[src/rtl/wb_sched_pkg.sv]
// Shared types and constants for the Wishbone burst scheduler:
// FSM state encoding, Wishbone CTI/BTE codes and the end-of-burst test.
package wb_sched_pkg;

  typedef enum logic [2:0] {
    ST_IDLE    = 3'd0,
    ST_LOAD    = 3'd1,
    ST_SETTLE  = 3'd2,
    ST_BURST   = 3'd3,
    ST_RELEASE = 3'd4
  } state_e;

  localparam logic [2:0] CTI_CLASSIC = 3'b000;
  localparam logic [2:0] CTI_INCR    = 3'b010;
  localparam logic [2:0] CTI_EOB     = 3'b111;

  localparam logic [1:0] BTE_LINEAR  = 2'b00;
  localparam logic [1:0] BTE_WRAP4   = 2'b01;
  localparam logic [1:0] BTE_WRAP8   = 2'b10;
  localparam logic [1:0] BTE_WRAP16  = 2'b11;

  // A classic cycle or an end-of-burst marker makes the current beat the last one.
  function automatic logic cti_is_last(input logic [2:0] cti);
    return (cti == CTI_CLASSIC) || (cti == CTI_EOB);
  endfunction

endpackage

[src/rtl/rr_arbiter.sv]
// Combinational request arbiter producing a one-hot grant.
// Default: round-robin, search starts at ptr_i and wraps upward.
// With WB_SCHED_FIXED_PRIO_EN defined: fixed priority, port 0 highest,
// and ptr_i is ignored.
module rr_arbiter
  import wb_sched_pkg::*;
#(
  parameter int NR_PORTS = 4,
  parameter int PW       = $clog2(NR_PORTS)
) (
  input  logic [NR_PORTS-1:0] req_i,
  input  logic [PW-1:0]       ptr_i,
  output logic [NR_PORTS-1:0] gnt_o
);

`ifdef WB_SCHED_FIXED_PRIO_EN

  // Lowest-numbered requester wins.
  always_comb begin
    gnt_o = {NR_PORTS{1'b0}};
    for (int i = 0; i < NR_PORTS; i++) begin
      if (req_i[i] && (gnt_o == {NR_PORTS{1'b0}})) begin
        gnt_o[i] = 1'b1;
      end else begin
        gnt_o[i] = gnt_o[i];
      end
    end
  end

`else

  logic [PW:0]   sum_s;
  logic [PW-1:0] idx_s;
  logic          found_s;

  // First set request at or after the pointer, wrapping past the top port.
  always_comb begin
    gnt_o   = {NR_PORTS{1'b0}};
    found_s = 1'b0;
    sum_s   = {(PW+1){1'b0}};
    idx_s   = {PW{1'b0}};
    for (int i = 0; i < NR_PORTS; i++) begin
      sum_s = {1'b0, ptr_i} + (PW+1)'(i);
      if (sum_s >= (PW+1)'(NR_PORTS)) begin
        sum_s = sum_s - (PW+1)'(NR_PORTS);
      end else begin
        sum_s = sum_s;
      end
      idx_s = sum_s[PW-1:0];
      if (!found_s && req_i[idx_s]) begin
        gnt_o[idx_s] = 1'b1;
        found_s      = 1'b1;
      end else begin
        found_s = found_s;
      end
    end
  end

`endif

endmodule

[src/rtl/wb_burst_sched.sv]
// Burst scheduler in front of the shared SDRAM address incrementer.
// Arbitrates Wishbone requesters, loads the winner's address/cti/bte with a
// one-cycle init pulse, paces inc by the winner's FIFO and acks each beat.
// Optional build macro: WB_SCHED_FIXED_PRIO_EN selects fixed priority
// (port 0 highest) and removes the round-robin pointer register.
module wb_burst_sched
  import wb_sched_pkg::*;
#(
  parameter int NR_PORTS = 4
) (
  input  logic                  clk,
  input  logic                  rst,
  input  logic [NR_PORTS-1:0]   req_i,
  input  logic [4*NR_PORTS-1:0] adr_i,
  input  logic [3*NR_PORTS-1:0] cti_i,
  input  logic [2*NR_PORTS-1:0] bte_i,
  input  logic [NR_PORTS-1:0]   fifo_empty_i,
  input  logic                  done_i,
  output logic                  init_o,
  output logic                  inc_o,
  output logic [3:0]            adr_o,
  output logic [2:0]            cti_o,
  output logic [1:0]            bte_o,
  output logic [NR_PORTS-1:0]   gnt_o,
  output logic [NR_PORTS-1:0]   ack_o,
  output logic                  busy_o
);

  localparam int PW = $clog2(NR_PORTS);

  state_e              state_q, state_d;
  logic [NR_PORTS-1:0] gnt_q, gnt_d;
  logic                init_q, init_d;
  logic                busy_q, busy_d;

  logic [NR_PORTS-1:0] arb_gnt_s;
  logic [PW-1:0]       ptr_s;
  logic [3:0]          adr_s;
  logic [2:0]          cti_s;
  logic [1:0]          bte_s;
  logic                win_req_s;
  logic                win_rdy_s;
  logic                inc_s;
  logic                last_s;

  rr_arbiter #(
    .NR_PORTS (NR_PORTS),
    .PW       (PW)
  ) u_arb (
    .req_i (req_i),
    .ptr_i (ptr_s),
    .gnt_o (arb_gnt_s)
  );

  // Select the granted port's address, cycle type and burst type; zero when idle.
  always_comb begin
    adr_s = 4'b0000;
    cti_s = 3'b000;
    bte_s = 2'b00;
    for (int n = 0; n < NR_PORTS; n++) begin
      adr_s = adr_s | (adr_i[4*n +: 4] & {4{gnt_q[n]}});
      cti_s = cti_s | (cti_i[3*n +: 3] & {3{gnt_q[n]}});
      bte_s = bte_s | (bte_i[2*n +: 2] & {2{gnt_q[n]}});
    end
  end

  assign win_req_s = |(req_i & gnt_q);
  assign win_rdy_s = |(~fifo_empty_i & gnt_q);
  assign inc_s     = (state_q == ST_BURST) && win_req_s && win_rdy_s;
  assign last_s    = cti_is_last(cti_s) || (done_i && (bte_s == BTE_LINEAR));

  // Next-state, next grant and init pulse for the burst sequence.
  always_comb begin
    state_d = state_q;
    gnt_d   = gnt_q;
    init_d  = 1'b0;
    case (state_q)
      ST_IDLE: begin
        if (|req_i) begin
          state_d = ST_LOAD;
          gnt_d   = arb_gnt_s;
          init_d  = 1'b1;
        end else begin
          state_d = ST_IDLE;
        end
      end
      ST_LOAD: begin
        state_d = ST_SETTLE;
      end
      ST_SETTLE: begin
        state_d = ST_BURST;
      end
      ST_BURST: begin
        // Winner withdrew or final beat went out: drop the grant now.
        if (!win_req_s || (inc_s && last_s)) begin
          state_d = ST_RELEASE;
          gnt_d   = {NR_PORTS{1'b0}};
        end else begin
          state_d = ST_BURST;
        end
      end
      ST_RELEASE: begin
        state_d = ST_IDLE;
      end
      default: begin
        state_d = ST_IDLE;
        gnt_d   = {NR_PORTS{1'b0}};
      end
    endcase
    busy_d = (state_d != ST_IDLE);
  end

  // State, grant and registered strobes.
  always_ff @(posedge clk or posedge rst) begin
    if (rst) begin
      state_q <= ST_IDLE;
      gnt_q   <= {NR_PORTS{1'b0}};
      init_q  <= 1'b0;
      busy_q  <= 1'b0;
    end else begin
      state_q <= state_d;
      gnt_q   <= gnt_d;
      init_q  <= init_d;
      busy_q  <= busy_d;
    end
  end

`ifdef WB_SCHED_FIXED_PRIO_EN

  assign ptr_s = {PW{1'b0}};

`else

  logic [PW-1:0] ptr_q, ptr_d;
  logic [PW-1:0] win_idx_s;

  // Binary index of the current winner.
  always_comb begin
    win_idx_s = {PW{1'b0}};
    for (int n = 0; n < NR_PORTS; n++) begin
      if (gnt_q[n]) begin
        win_idx_s = PW'(n);
      end else begin
        win_idx_s = win_idx_s;
      end
    end
  end

  // Advance the pointer past the winner as the burst is released.
  always_comb begin
    ptr_d = ptr_q;
    if ((state_q == ST_BURST) && (state_d == ST_RELEASE)) begin
      if (win_idx_s == PW'(NR_PORTS - 1)) begin
        ptr_d = {PW{1'b0}};
      end else begin
        ptr_d = win_idx_s + PW'(1);
      end
    end else begin
      ptr_d = ptr_q;
    end
  end

  // Round-robin pointer register.
  always_ff @(posedge clk or posedge rst) begin
    if (rst) begin
      ptr_q <= {PW{1'b0}};
    end else begin
      ptr_q <= ptr_d;
    end
  end

  assign ptr_s = ptr_q;

`endif

  assign init_o = init_q;
  assign busy_o = busy_q;
  assign gnt_o  = gnt_q;
  assign inc_o  = inc_s;
  assign ack_o  = gnt_q & {NR_PORTS{inc_s}};
  assign adr_o  = adr_s;
  assign cti_o  = cti_s;
  assign bte_o  = bte_s;

endmodule
[config.mk]
export PLATFORM = sky130hd
export DESIGN_NAME = wb_burst_sched
export DESIGN_NICKNAME = d
export VERILOG_FILES = /design/src/rtl/wb_sched_pkg.sv /design/src/rtl/rr_arbiter.sv /design/src/rtl/wb_burst_sched.sv
export SDC_FILE = /design/constraint.sdc
export NUM_CORES = 1
export LEC_CHECK = 0
export BUFFER_PORTS_ARGS = -buffer_cell sky130_fd_sc_hd__buf_2
export CORE_MARGIN = 3
export CORE_UTILIZATION = 30
export DETAILED_ROUTE_END_ITERATION = 6
export GPL_TIMING_DRIVEN = 0
export PLACE_DENSITY = 0.57
export SYNTH_ARGS = -nofsm -noshare
export SYNTH_HDL_FRONTEND = slang
export SYNTH_SLANG_ARGS = --single-unit
[constraint.sdc]
create_clock -name clk -period 4.1 [get_ports clk]
set_input_delay 0.615 -clock clk [delete_from_list [all_inputs] [get_ports clk]]
set_output_delay 0.615 -clock clk [all_outputs]
set_load 0.05 [all_outputs]
==> results of run 1 <==
through the flow:
stage / setup slack [ps] / utilization (%) / hold WS, ps / total power, mW / cell area, sq um
after floorplan: 930 / - / 467 / 1.01 / 1180
after global placement: 1510 / 42.0 / 539 / 1.24 / 1570
after global routing: 1190 / 43.2 / 403 / 1.46 / 1620
after detailed placement: 1500 / 42.0 / 548 / 1.24 / 1570
final: 1390 / 43.2 / 359 / 1.34 / 1620
after CTS: 1350 / 43.2 / 377 / 1.36 / 1620
flip-flops by register name, summed over array words and instances (netlist names):
signal,flops
state_q,3
busy_o,1
ptr_q,2
gnt_o,4
init_o,1
where the power goes:
group	switching (mW)	leakage [nW]	internal [mW]
sequential	0.0673	0.139	0.158
clock	0.0393	0.0228	0.0681
combinational	0.679	0.656	0.331
total	0.786	0.818	0.558
worst max-delay path: cells and delay by family (launching register included):
family	cells	cell delay, ps
AO/OA/AOI/OAI	1	160
flip-flops	1	480
buffers and inverters	2	640
AND/OR/NAND/NOR	4	580
cell usage after synthesis, drive strengths merged, types with 3 or more instances:
cell type	number	area share, %
a22o	5	3.8
and2	4	2.1
a21oi	3	1.3
nor3	7	3.4
buf	5	3.7
ha	7	7.4
o21ai	7	3.0
nand3	3	1.3
nand2	15	5.0
or3	3	1.6
a31oi	3	2.1
nor2	7	2.2
inv	12	3.8
nor4	3	2.1
dfrtp	11	23
nand2b	4	2.1
a22oi	17	12
layout make-up:
| cell class | instances | area (sq um) |
|---|---|---|
| Multi-Input combinational cell | 112 | 816 |
| Timing Repair Buffer | 66 | 330 |
| Inverter | 12 | 45.0 |
| Tap cell | 48 | 60.1 |
| Fill cell | 400 | 2120 |
| Clock buffer | 4 | 45.0 |
| Sequential cell | 11 | 275 |
| Buffer | 6 | 47.5 |
per-layer routing:
metal | GRT usage [%] | wire length (um)
met5 | 0 | 0
met4 | 5.11 | 47
met3 | 2.43 | 279
met2 | 22.8 | 1590
met1 | 20.3 | 1630
kinds of logic (layout without fill, tap and decap cells):
logic type,Yosys count,count (layout),synth area share [%]
fa+ha+maj,7,7,7.40
flops,11,11,23.3
simple gates,53,53,24.2
buf+inv,18,88,7.82
mux,2,2,3.81
compound gates,50,50,33.5
path summary, 6_finish.rpt:
kind                       endpoint
max reg2reg                gnt_o[3]
min                        ptr_q[0]
max                        ack_o[2]
min reg2reg                  busy_o
min in group clk             busy_o
max in group asynchronous    init_o
==> results.toml, run 1 <==
[synth]
syn_nets = 195
syn_inst = 141
synth_cell_types = 45
async_reset_ff_share_pct = 100
synth_seq_area_share_pct = 23.3
netlist_area_sq_um = 1180
ys_seq_elements = 11
synth_edf_count = 0
avgSynthCellArea_sq_um = 8.39
ys.flop_type = "dfrtp_1"
yosys_warnings = 0

[floorplanning]
num_rows = 22
dieArea_sq_um = 4730
start_util_pct = 31.6
core_area_sq_um = 3740
ios = 67
dieHeight_um = 68.8
die_w_um = 68.8

[routing]
ant_nets = 0
routedWlPerCell_um = 13.7
drc = 0
first_iter_violations = 41
vias_per_cell = 5.17
num_vias = 1340
drt_first_pass_iters = 4
wl_mm = 3.55

[placement]
post-dp-hpwl_mm = 2.83
io_buffers = 66
routabilityCongestion = 0.805
dp_cells = 255

[timing]
fin_skew_ps = 1.75
finalHoldViolations = 0
drv_slew = 0
rsz0062_at_grt = "no"
max_freq_ghz = 0.369
period_minus_slack_ps = 2710
post-route-period-util_pct = 66.1
finalSetupTns_ps = 0
tightest_slew_ps = 414
setup-violations-final = 0
slew_headroom_pct = 72.1

[clocking]
cts.clk_slew.worst_paths_ps = 50
clock_latency_ps = 240
postCtsHoldBufs = 0
cts_buffers = 3
clock-sinks = 11
cts_setup_buffers = 0
cts_resized = 0
cts-root-buf = "clkbuf_8"
cts_tree = "yes"
clockBufferDepth = 2
h-tree-depth = 1

[finish]
nNetsFinal = 266
drive_gt1_share_pct = 40.3
syn_to_final_growth_pct = 36.8
fin_cells = 259
mostFrequentLayoutCell = "buf_2"
diodes = 0
layout_common_cells = "buf_2, a22oi_1, nand2_1, inv_1, dfrtp_1"

[setup_path]
cp_cell_sequence = "clkbuf_1 > a22oi_1 > nand2_1 > nand2_1 > nor2_1 > and2_1 > buf_2"
ff2ff_setup_slack_ps = 1500
endpoint_kind = "output port"
crit_type = "flop to output port"
setup.worst_path.start = "gnt_o[2]"
rr_startpoint = "ptr_q[0]"
crit_required_ps = 3480
slowest_delay_ps = 480
arrival_ps = 2090
reg2reg_depth = 8
cp_max_fo = 10
cpMostUsedCell = "nand2_1"
critical_path.slowest_cell = "dfrtp_1"
start_kind = "flop"

[power]
ir_drop_mv = 0.224
p_leak_nw = 0.818
p_per_area_nw_per_um2 = 830

[global_route]
grt_max_degree = 12
overflow = 0
grt_pass1_vias = 1073
grt_pass1_wl_mm = 5.20
antenna_found_initial = 0
grt_usage_pct = 14.6

[status]
status = "finished clean"

[min_path]
hp-class = "input port to asynchronous set/reset pin"

[job]
drv_cap = 0
Power figures use the tool's default switching activity.
==> run 2: changes to the inputs <==
- PLACE_DENSITY: 0.57 -> 0.59
- clock period: 4.1 -> 2.3 ns (I/O delays scaled with it)
==> run 2 against run 1 <==
  * Sequential power increased by 82%
  * Critical path depth increased by 1
  * Largest power group unchanged
  * Total power increased by 91%
  * Cell area increased by 5.6%
  * Worst hold slack got worse by 270 ps
  * First-iteration DRC count decreased by 2.4%
  * Via count increased by 3.1%
  * Core utilization increased by 2.4 points
  * Wire length increased by 1.6%
  * Die area unchanged
  * Clock-buffer cell count unchanged
  * Cell count increased by 1.5%
==> results.toml, run 2 (synthesis gave the netlist of run 1 again) <==
[timing]
drv_slew = 0
period_minus_slack_ps = 2190
rsz0062_at_grt = "no"
tightest_slew_ps = 482
fin_skew_ps = 1.94
finalSetupTns_ps = 0
finalHoldViolations = 0
fin_ws_ps = 107
slew_headroom_pct = 67.5
setup-violations-final = 0
post-route-period-util_pct = 95.3
max_freq_ghz = 0.456

[finish]
largest_reg_flops = 4
multiInputGateArea_sq_um = 862
diodes = 0
nFillCells = 386
syn_to_final_growth_pct = 44.4
fin_cells = 263
fin_area_sq_um = 1710
layout_common_cells = "buf_2, a22oi_1, nand2_1, inv_1, dfrtp_1"
seq_area_sq_um = 279
drive_gt1_share_pct = 48.4
mostFrequentLayoutCell = "buf_2"
nNetsFinal = 270

[power]
ir_drop_mv = 0.408
p_per_area_nw_per_um2 = 1500
p_leak_nw = 0.845

[setup_path]
cp_max_fo = 5
endpoint_kind = "flop"
arrival_ps = 2360
crit_required_ps = 2470
crit_type = "flop to flop"
start_kind = "flop"

[routing]
first_iter_violations = 40
ant_nets = 0
routedWlPerCell_um = 13.7
drt_first_pass_iters = 4
drc = 0
num_vias = 1381
vias_per_cell = 5.25
wl_mm = 3.60

[placement]
routabilityCongestion = 0.862
io_buffers = 66
post-dp-hpwl_mm = 2.89
dpl_worst_slack_ps = -161
dp_cells = 255
post_dp_cell_area_sq_um = 1610

[floorplanning]
start_util_pct = 31.6
core_area_sq_um = 3740
num_rows = 22
dieHeight_um = 68.8
die_w_um = 68.8
dieArea_sq_um = 4730
ios = 67

[clocking]
clockBufferDepth = 2
cts.clk_slew.worst_paths_ps = 50
cts_tree = "yes"
clock-sinks = 11
cts-root-buf = "clkbuf_8"
cts_buffers = 3
postCtsHoldBufs = 0
h-tree-depth = 1
clock_latency_ps = 230

[global_route]
grt_max_degree = 17
grt_pass1_wl_mm = 5.18
overflow = 0
antenna_found_initial = 0
grt_pass1_vias = 1193
grt_usage_pct = 14.3

[job]
drv_cap = 0

[status]
status = "finished clean"

[min_path]
hp-class = "input port to asynchronous set/reset pin"
run 2: routing by layer:
metal,part of all wire [%],GRT usage (%),vias to the layer above
met3,9.3,2.59,6
met4,1.7,5.60,0
li1,-,-,692
met5,0,0,-
met1,43,17.2,630
met2,46,25.1,53
run 2: report_power, final:
part,switching [mW],internal [mW]
combinational,1.27,0.701
clock,0.0637,0.121
sequential,0.124,0.287
total,1.46,1.11
run 2: worst paths after layout:
| check | from | to | slack, ps | depth (start not counted) |
|---|---|---|---|---|
| worst max-delay path | ptr_q[0] | gnt_o[0] | 110 | 8 |
| worst min-delay path | rst | state_q[1] | 90 | 2 |
| worst max register to register | ptr_q[0] | gnt_o[0] | 110 | 8 |
| worst min register to register | ptr_q[1] | ptr_q[1] | 540 | 1 |
| max in group asynchronous | rst | gnt_o[0] | 1910 | 2 |
| min in group clk | ptr_q[1] | ptr_q[1] | 540 | 1 |
run 2: worst max-delay path, cell delays in order (launching register included):
cell and delay [ps]:
dfrtp_1 360, buf_6 130, inv_2 60, ha_4 290
mux4_2 520, a211oi_1 290, and2_1 220, a32o_1 150
a211o_1 100
run 2: repair_timing:
action | 4_1_cts | 5_1_grt
buffers inserted | 1 | 4
resized for setup | 3 | 6
pin swaps | 0 | 2
endpoints found under the setup margin | 9 | 5
run 2: per-stage QoR:
| stage | hold WS (ps) | total power [mW] | utilization (%) |
|---|---|---|---|
| finish | 86.8 | 2.56 | 45.7 |
| global route | 138 | 2.77 | 45.7 |
| CTS | 96.9 | 2.50 | 44.6 |
| detailed placement | 349 | 2.29 | 43.1 |
| global placement | 344 | 2.28 | 43.1 |
| floorplan | 197 | 1.86 | - |
run 2: final cells by class:
type,count,share of cell area (%)
Clock buffer,4,2.64
Tap cell,48,3.51
Timing Repair Buffer,71,21.5
Sequential cell,11,16.3
Multi-Input combinational cell,112,50.4
Buffer,5,2.93
Inverter,12,2.64
